File: config.mk
export PLATFORM = sky130hd
export DESIGN_NAME = y86_cc_unit_flat
export DESIGN_NICKNAME = d
export VERILOG_FILES = /design/src/rtl/y86_cc_if.sv /design/src/rtl/y86_cc_unit.sv /design/src/flat_wrapper.sv
export SDC_FILE = /design/constraint.sdc
export NUM_CORES = 1
export LEC_CHECK = 0
export ABC_AREA = 1
export CAP_MARGIN = 30
export CORE_AREA = 5 5 79 81
export CTS_CLUSTER_DIAMETER = 150
export CTS_CLUSTER_SIZE = 14
export DETAILED_ROUTE_END_ITERATION = 16
export DIE_AREA = 0 0 84 86
export PLACE_DENSITY = 0.75
export REMOVE_ABC_BUFFERS = 1
export SETUP_SLACK_MARGIN = 0.5
export SLEW_MARGIN = 20
export SYNTH_ARGS = -nofsm -noshare
export SYNTH_HDL_FRONTEND = slang
export SYNTH_SLANG_ARGS = --single-unit
export TNS_END_PERCENT = 1
File: constraint.sdc
create_clock -name clk -period 1.4 [get_ports clk]
set_clock_uncertainty 0.1 [all_clocks]
set_input_delay 0.42 -clock clk [delete_from_list [all_inputs] [get_ports clk]]
set_output_delay 0.42 -clock clk [all_outputs]
set_load 0.05 [all_outputs]
File: src/rtl/y86_cc_if.sv
// Execute-stage condition-code channel: request side (operands, result, control)
// and registered response side (cnd/err/cc) with valid/ready on both.
interface y86_cc_if #(
  parameter int W = 64
);
  logic                in_valid;
  logic                in_ready;
  logic                set_cc;
  logic                eval_cnd;
  logic [3:0]          alu_fun;
  logic [3:0]          ifun;
  logic signed [W-1:0] op_a;
  logic signed [W-1:0] op_b;
  logic signed [W-1:0] alu_res;
  logic                cc_inhibit;
  logic                flush;
  logic                out_valid;
  logic                out_ready;
  logic                cnd;
  logic [2:0]          cc;
  logic                err;

  modport master (
    output in_valid, set_cc, eval_cnd, alu_fun, ifun, op_a, op_b, alu_res,
           cc_inhibit, flush, out_ready,
    input  in_ready, out_valid, cnd, cc, err
  );

  modport slave (
    input  in_valid, set_cc, eval_cnd, alu_fun, ifun, op_a, op_b, alu_res,
           cc_inhibit, flush, out_ready,
    output in_ready, out_valid, cnd, cc, err
  );
endinterface

File: src/rtl/y86_cc_unit.sv
// Y86-64 condition-code register and jXX/cmovXX evaluator with a 1-deep
// registered output stage; conditions see the CC value from before the update.
module y86_cc_unit #(
  parameter int         W      = 64,
  parameter logic [2:0] CC_RST = 3'b100
) (
  input  logic       clk,
  input  logic       rst_n,
  y86_cc_if.slave    bus
);

  logic [2:0] cc_r;
  logic       vld_p1;
  logic       cnd_p1;
  logic       err_p1;

  logic accept, cc_we, fun_legal, ifun_legal;
  logic zf, sf, of;
  logic cnd_p0, err_p0;

  // Overflow from sign bits only; logic ops never overflow.
  function automatic logic calc_of(input logic [3:0] fun, input logic sa,
                                   input logic sb, input logic sr);
    case (fun)
      4'd0:    calc_of = (sa == sb) && (sr != sa);
      4'd1:    calc_of = (sa != sb) && (sr != sb);
      default: calc_of = 1'b0;
    endcase
  endfunction

  // flags = {ZF,SF,OF}
  function automatic logic cond_met(input logic [3:0] fn, input logic [2:0] flags);
    logic lt;
    lt = flags[1] ^ flags[0];
    case (fn)
      4'd0:    cond_met = 1'b1;
      4'd1:    cond_met = lt | flags[2];
      4'd2:    cond_met = lt;
      4'd3:    cond_met = flags[2];
      4'd4:    cond_met = !flags[2];
      4'd5:    cond_met = !lt;
      4'd6:    cond_met = !lt && !flags[2];
      default: cond_met = 1'b0;
    endcase
  endfunction

  assign bus.in_ready  = !vld_p1 || bus.out_ready;
  assign bus.out_valid = vld_p1;
  assign bus.cnd       = cnd_p1;
  assign bus.err       = err_p1;
  assign bus.cc        = cc_r;

  // p0: flag formation and condition evaluation on the incoming transaction
  always_comb begin
    accept     = bus.in_valid && bus.in_ready;
    fun_legal  = bus.alu_fun <= 4'd3;
    ifun_legal = bus.ifun <= 4'd6;
    zf         = (bus.alu_res == '0);
    sf         = bus.alu_res[W-1];
    of         = calc_of(bus.alu_fun, bus.op_a[W-1], bus.op_b[W-1], bus.alu_res[W-1]);
    cc_we      = accept && bus.set_cc && !bus.cc_inhibit && !bus.flush && fun_legal;
    cnd_p0     = bus.eval_cnd && ifun_legal && cond_met(bus.ifun, cc_r);
    err_p0     = (bus.set_cc && !fun_legal) || (bus.eval_cnd && !ifun_legal);
  end

  // p1: CC register and registered output stage
  always_ff @(posedge clk) begin
    if (!rst_n) begin
      cc_r   <= CC_RST;
      vld_p1 <= 1'b0;
      cnd_p1 <= 1'b0;
      err_p1 <= 1'b0;
    end else begin
      if (cc_we)
        cc_r <= {zf, sf, of};
      if (bus.flush) begin
        vld_p1 <= 1'b0;
      end else if (accept) begin
        vld_p1 <= 1'b1;
        cnd_p1 <= cnd_p0;
        err_p1 <= err_p0;
      end else if (bus.out_ready) begin
        vld_p1 <= 1'b0;
      end
    end
  end

endmodule

File: src/flat_wrapper.sv
// flat-port wrapper written by rule: the top's interface ports become plain ports
module y86_cc_unit_flat 
#(
  parameter int         W      = 64,
  parameter logic [2:0] CC_RST = 3'b100
)
  (clk, rst_n, bus_in_valid, bus_set_cc, bus_eval_cnd, bus_alu_fun, bus_ifun, bus_op_a, bus_op_b, bus_alu_res, bus_cc_inhibit, bus_flush, bus_out_ready, bus_in_ready, bus_out_valid, bus_cnd, bus_cc, bus_err);
  y86_cc_if #(.W(W)) bus_i ();
  input  logic clk;
  input  logic rst_n;
  input wire logic [$bits(bus_i.in_valid)-1:0] bus_in_valid;
  input wire logic [$bits(bus_i.set_cc)-1:0] bus_set_cc;
  input wire logic [$bits(bus_i.eval_cnd)-1:0] bus_eval_cnd;
  input wire logic [$bits(bus_i.alu_fun)-1:0] bus_alu_fun;
  input wire logic [$bits(bus_i.ifun)-1:0] bus_ifun;
  input wire logic [$bits(bus_i.op_a)-1:0] bus_op_a;
  input wire logic [$bits(bus_i.op_b)-1:0] bus_op_b;
  input wire logic [$bits(bus_i.alu_res)-1:0] bus_alu_res;
  input wire logic [$bits(bus_i.cc_inhibit)-1:0] bus_cc_inhibit;
  input wire logic [$bits(bus_i.flush)-1:0] bus_flush;
  input wire logic [$bits(bus_i.out_ready)-1:0] bus_out_ready;
  output wire logic [$bits(bus_i.in_ready)-1:0] bus_in_ready;
  output wire logic [$bits(bus_i.out_valid)-1:0] bus_out_valid;
  output wire logic [$bits(bus_i.cnd)-1:0] bus_cnd;
  output wire logic [$bits(bus_i.cc)-1:0] bus_cc;
  output wire logic [$bits(bus_i.err)-1:0] bus_err;
  assign bus_i.in_valid = bus_in_valid;
  assign bus_i.set_cc = bus_set_cc;
  assign bus_i.eval_cnd = bus_eval_cnd;
  assign bus_i.alu_fun = bus_alu_fun;
  assign bus_i.ifun = bus_ifun;
  assign bus_i.op_a = bus_op_a;
  assign bus_i.op_b = bus_op_b;
  assign bus_i.alu_res = bus_alu_res;
  assign bus_i.cc_inhibit = bus_cc_inhibit;
  assign bus_i.flush = bus_flush;
  assign bus_i.out_ready = bus_out_ready;
  assign bus_in_ready = bus_i.in_ready;
  assign bus_out_valid = bus_i.out_valid;
  assign bus_cnd = bus_i.cnd;
  assign bus_cc = bus_i.cc;
  assign bus_err = bus_i.err;
  y86_cc_unit #(.W(W), .CC_RST(CC_RST)) u_core (.clk(clk), .rst_n(rst_n), .bus(bus_i));
endmodule
== Word level (Yosys, flattened, before mapping) ==
Index checks and enable logic that the tools add are counted.

* Magnitude comparators: 2
* Eq/ne operators: 11
* Multiplexer cells: 4
* Bitwise operators: 4
* Reductions and logical operators: 27

{| class="wikitable"
|+ Operators with widths
! kind !! number
|-
| $logic_not 64->1 || 1
|-
| $eq 4x3->1 const B || 3
|-
| $logic_and 1x1->1 || 12
|-
| $eq 4x1->1 const B || 2
|-
| $eq 4x2->1 const B || 2
|-
| $logic_not 4->1 || 2
|-
| $logic_not 1->1 || 7
|-
| $pmux 1 s7 || 1
|-
| $le 4x2->1 const B || 1
|-
| $le 4x3->1 const B || 1
|-
| $ne 1x1->1 || 3
|-
| $logic_or 1x1->1 || 2
|-
| $mux 1 || 2
|-
| $not 1->1 || 2
|-
| $pmux 1 s2 || 1
|-
| $reduce_and 2->1 || 1
|-
| $reduce_bool 2->1 || 1
|-
| $reduce_or 2->1 || 1
|-
| $eq 1x1->1 || 1
|-
| $or 1x1->1 || 1
|-
| $xor 1x1->1 || 1
|}

* Register bits after elaboration: 6
* Input port bits: 208
* Word-level logic and storage cells: 52

== Logic depth before layout (Yosys ltp) ==
Gate-level depths: netlist of run 1.

* Depth in word-level cells: 7
* Mapped depth: 8

== Least setup slack after synthesis of run 1 ==
No wires, ideal clock.

* Path type: reg2reg
* Start point: register u_core.vld_p1, in the netlist u_core.bus.out_valid
* End point: register u_core.cc_r[1], in the netlist u_core.bus.cc[1]
* Library setup time: 0.120 ns
* Arrival time: 1.288 ns
* Slack: -0.108 ns
* Stages on the path, launching flop included: 6
* Clock period less this slack: 1.508 ns
* Cell sequence: dfxtp_1 nand2_4 nand3b_1 nor2_2 o21ai_0 a21oi_1

* Cells in the longest elaborated chain, start to end: 7

{| class="wikitable"
|+ Ends and longest elaborated chain
! item !! line !! source
|-
| start: declaration || y86_cc_unit.sv:13 || <nowiki>logic vld_p1;</nowiki>
|-
| start signal: assignment || y86_cc_unit.sv:70 || <nowiki>vld_p1 <= 1'b0;</nowiki>
|-
| start signal: assignment || y86_cc_unit.sv:77 || <nowiki>vld_p1 <= 1'b0;</nowiki>
|-
| start signal: assignment || y86_cc_unit.sv:79 || <nowiki>vld_p1 <= 1'b1;</nowiki>
|-
| $logic_not 1->1 || y86_cc_unit.sv:47 || <nowiki>assign bus.in_ready = !vld_p1 || bus.out_ready;</nowiki>
|-
| $logic_or 1x1->1 || y86_cc_unit.sv:47 ||
|-
| via bus_in_ready || flat_wrapper.sv:22 || <nowiki>output wire logic [$bits(bus_i.in_ready)-1:0] bus_in_ready;</nowiki>
|-
| $logic_and 1x1->1 || y86_cc_unit.sv:55 || <nowiki>accept = bus.in_valid && bus.in_ready;</nowiki>
|-
| $logic_and 1x1->1 (4 in series) || y86_cc_unit.sv:61 || <nowiki>cc_we = accept && bus.set_cc && !bus.cc_inhibit && !bus.flush && fun_legal;</nowiki>
|-
| end signal: assignment || y86_cc_unit.sv:75 || <nowiki>cc_r <= {zf, sf, of};</nowiki>
|-
| end: declaration || y86_cc_unit.sv:12 || <nowiki>logic [2:0] cc_r;</nowiki>
|}

The timed path passes the listed nets, and every way through them passes these cells.
A chain may end at the register's enable or synchronous reset.

== Final worst setup path of run 1 ==
* Start point: register u_core.vld_p1, in the netlist u_core.bus.out_valid
* End point: output port bus_in_ready

* Cells in the longest elaborated chain, start to end: 2

{| class="wikitable"
|+ Ends and longest elaborated chain
! item !! line
|-
| $logic_not 1->1 || y86_cc_unit.sv:47
|-
| $logic_or 1x1->1 || y86_cc_unit.sv:47
|-
| end: declaration || flat_wrapper.sv:22
|}

Every way passes these cells.

==> reports/qor.txt, run 1 <==
Root Buffer -> clkbuf_8
Mean Syn Cell Area -> 5.00 µm²
Clock-pin slew of the registers on the worst-case setup and hold paths -> 40 ps
Design Power -> 0.766 mW
CTS H-tree lvls -> 1
Worst Slack Setup Final -> 94.2 ps
DRT iter0 DRCs -> 6
Vias per cell -> 3.65
Internal -> 0.565 mW
WL met1 -> 1100 µm
Crit start category -> flip-flop
Comb pwr share -> 41.7%
Average routed wire per standard cell -> 9.83 µm
Net Sw Frac -> 26.2%
Synth top area cells -> nor2_1 (27%), nand2_1 (20%), dfxtp_1 (18%)
Die area -> 7220 µm²
F_max -> 0.766 GHz
Status -> completed
Endpoints failing setup -> 0
Global Route Usage Sum -> 7.88%
Critical Path AT -> 790 ps
Area leader, netlist -> nor2_1
Tcrit/Tclk final -> 93.3%
Fin area -> 1740 µm²
Worst slew pin tran -> 186 ps
Vias in the first global route -> 1,134
CTS tree -> built
Remaining antenna violation count -> 0
Tmin final -> 1310 ps
Share of the synthesized area in the top cell type -> 27.1%
IO Pins -> 215
Top-count cell post-synth -> nor2_1
Diode count -> 0
Final hold violations -> 0
Seq pwr share -> 24.1%
FFs w/ async S/R, synth -> 0%
Met3 wire length -> 244 µm
Drc violations -> 0
Switching pwr -> 0.201 mW
Cell Area, Synth -> 651 µm²
Die Y -> 86 µm
Pwr/cell area -> 439 nW/µm²
PortBufs -> 88
Pins Over Slew Limit -> 0
Initial antenna violation count -> 0
Clk sinks -> 6
Commonest cells post-synth -> nor2_1 (47), nand2_1 (34), inv_1 (17)
Row Count -> 27
EDFF count, synth -> 0
Max Cap Violations -> 0
Global route total overflow -> 0
P_leak -> 0.875 nW
Layout cells sized above 1 -> 14.7%
Router iterations before antenna repair -> 3
Hold Path Depth -> 2
Placed instance area -> 1710 µm²
Detailed-placement wirelength estimate -> 2620 µm
Worst slew margin -> 87.6%
Largest net degree at the start of global routing -> 5
Hold_buf cts -> 0
Post-place setup slack -> -281 ps
RePlAce Congestion -> 0.778
CTS Buffer Depth -> 2
Synth Register Bits -> 6
YS warnings -> 0
Detailed-route wire length -> 2920 µm
Worst endpoint required time -> 880 ps
Die width -> 84 µm
Synth cell types -> 14
Hold WC Path Type -> flip-flop to flip-flop
Synthesis-to-layout area growth -> 168%
CP Capture Type -> primary output
Clock Latency Late Sink -> 220 ps
Filler Cell Count -> 625
# nets final -> 435
Crit-path max FO -> 2
FF-to-FF setup slack -> 150 ps
Initial Utilization -> 12.0%
Met2 wire length -> 1550 µm
R2r worst-path depth -> 7
Hold slack -> 392 ps
Clock power frac -> 34.2%
Crit Path Class -> flip-flop to primary output
Main synth FF type -> dfxtp_1
Highest metal used -> met4
Worst vdd ir -> 0.185 mV
Sequential area share after synthesis -> 18.5%
First-pass GRT wire length -> 4730 µm
Core area -> 5410 µm²
RSZ-0062 raised after global routing -> true
Inserted Clock Buffers -> 3
Synth Instances -> 130
Vias after detailed routing -> 1,085
## worst max-delay path: stages, from the launching register on
cell	delay, ps
dfxtp_4	360
nand2_4	60
buf_12	140
## repair_timing
action,4_1_cts,5_1_grt
pin swaps,52,8
buffers inserted,1,0
gates cloned,0,0
endpoints found under the setup margin,13,13
resized for setup,65,14
## cell type report
class / count / area, µm² / area share (%)
Multi-Input combinational cell: 107 / 497 / 28.5
Sequential cell: 6 / 128 / 7.32
Timing Repair Buffer: 92 / 923 / 53.0
Inverter: 17 / 63.8 / 3.66
Tap cell: 72 / 90.1 / 5.17
Clock buffer: 3 / 41.3 / 2.37
## power by group through the flow
| stage | sequential, mW | combinational (mW) | clock [mW] |
|---|---|---|---|
| global route | 0.185 | 0.350 | 0.276 |
| global placement | 0.188 | 0.365 | 0 |
| floorplan | 0.205 | 0.0722 | 0 |
| detailed placement | 0.188 | 0.370 | 0 |
| finish | 0.185 | 0.320 | 0.261 |
| CTS | 0.185 | 0.319 | 0.270 |
## path summary, 6_finish.rpt
path,from,to
max,u_core.bus.out_valid,bus_in_ready
min,u_core.bus.cc[0],u_core.bus.cc[0]
max reg2reg,u_core.bus.out_valid,u_core.bus.cnd
min reg2reg,u_core.bus.cc[0],u_core.bus.cc[0]
## placed cells by master, fill, tap and decap left out, types with 4 or more instances in the layout
| cell type | n |
|---|---|
| a21oi_1 | 6 |
| buf_12 | 7 |
| buf_4 | 4 |
| clkdlybuf4s50_1 | 20 |
| dlygate4sd2_1 | 54 |
| dlymetal6s2s_1 | 6 |
| inv_1 | 15 |
| nand2_1 | 32 |
| nor2_1 | 45 |
## registers in the layout, indices dropped and copies added, names as in the netlist
register / flops
u_core.bus.cnd: 1
u_core.bus.cc: 3
u_core.bus.out_valid: 1
u_core.bus.err: 1
## per-layer routing
| metal | track usage (%) | vias up |
|---|---|---|
| li1 | - | 590 |
| met1 | 7.67 | 443 |
| met2 | 15.4 | 49 |
| met3 | 2.50 | 3 |
| met4 | 3.07 | 0 |
| met5 | 0 | - |
## cell families (layout without fill, tap and decap cells)
logic type,count (synthesis),in the layout,share of synthesized area [%]
compound gates,11,11,8.85
buf+inv,17,112,9.81
flops,6,6,18.5
simple gates,96,96,62.9
## stage by stage
stage               utilization (%)  std cells  setup TNS [ps]
CTS                            31.5        297               0
floorplan                         -        130            -307
global placement               31.7        293           -1560
detailed placement             31.7        293           -1650
global route                   32.2        297               0
finish                         32.2        297               0
Note: power is estimated with default switching activity, not from simulation.
==> run 2, diff against run 1 <==
==> constraint.sdc (replaced) <==
create_clock -name clk -period 1.3 [get_ports clk]
set_clock_uncertainty 0.1 [all_clocks]
set_input_delay 0.39 -clock clk [delete_from_list [all_inputs] [get_ports clk]]
set_output_delay 0.39 -clock clk [all_outputs]
set_load 0.05 [all_outputs]
==> results of run 2 <==
Same layout as run 1 (identical final DEF). Status: completed.
Main changes from that run: setup slack after placement -281 ps -> -348 ps; setup slack after layout 94.2 ps -> 24.2 ps; register-to-register setup slack 150 ps -> 50 ps; total power 0.766 mW -> 0.825 mW; worst IR drop on VDD 0.185 mV -> 0.199 mV
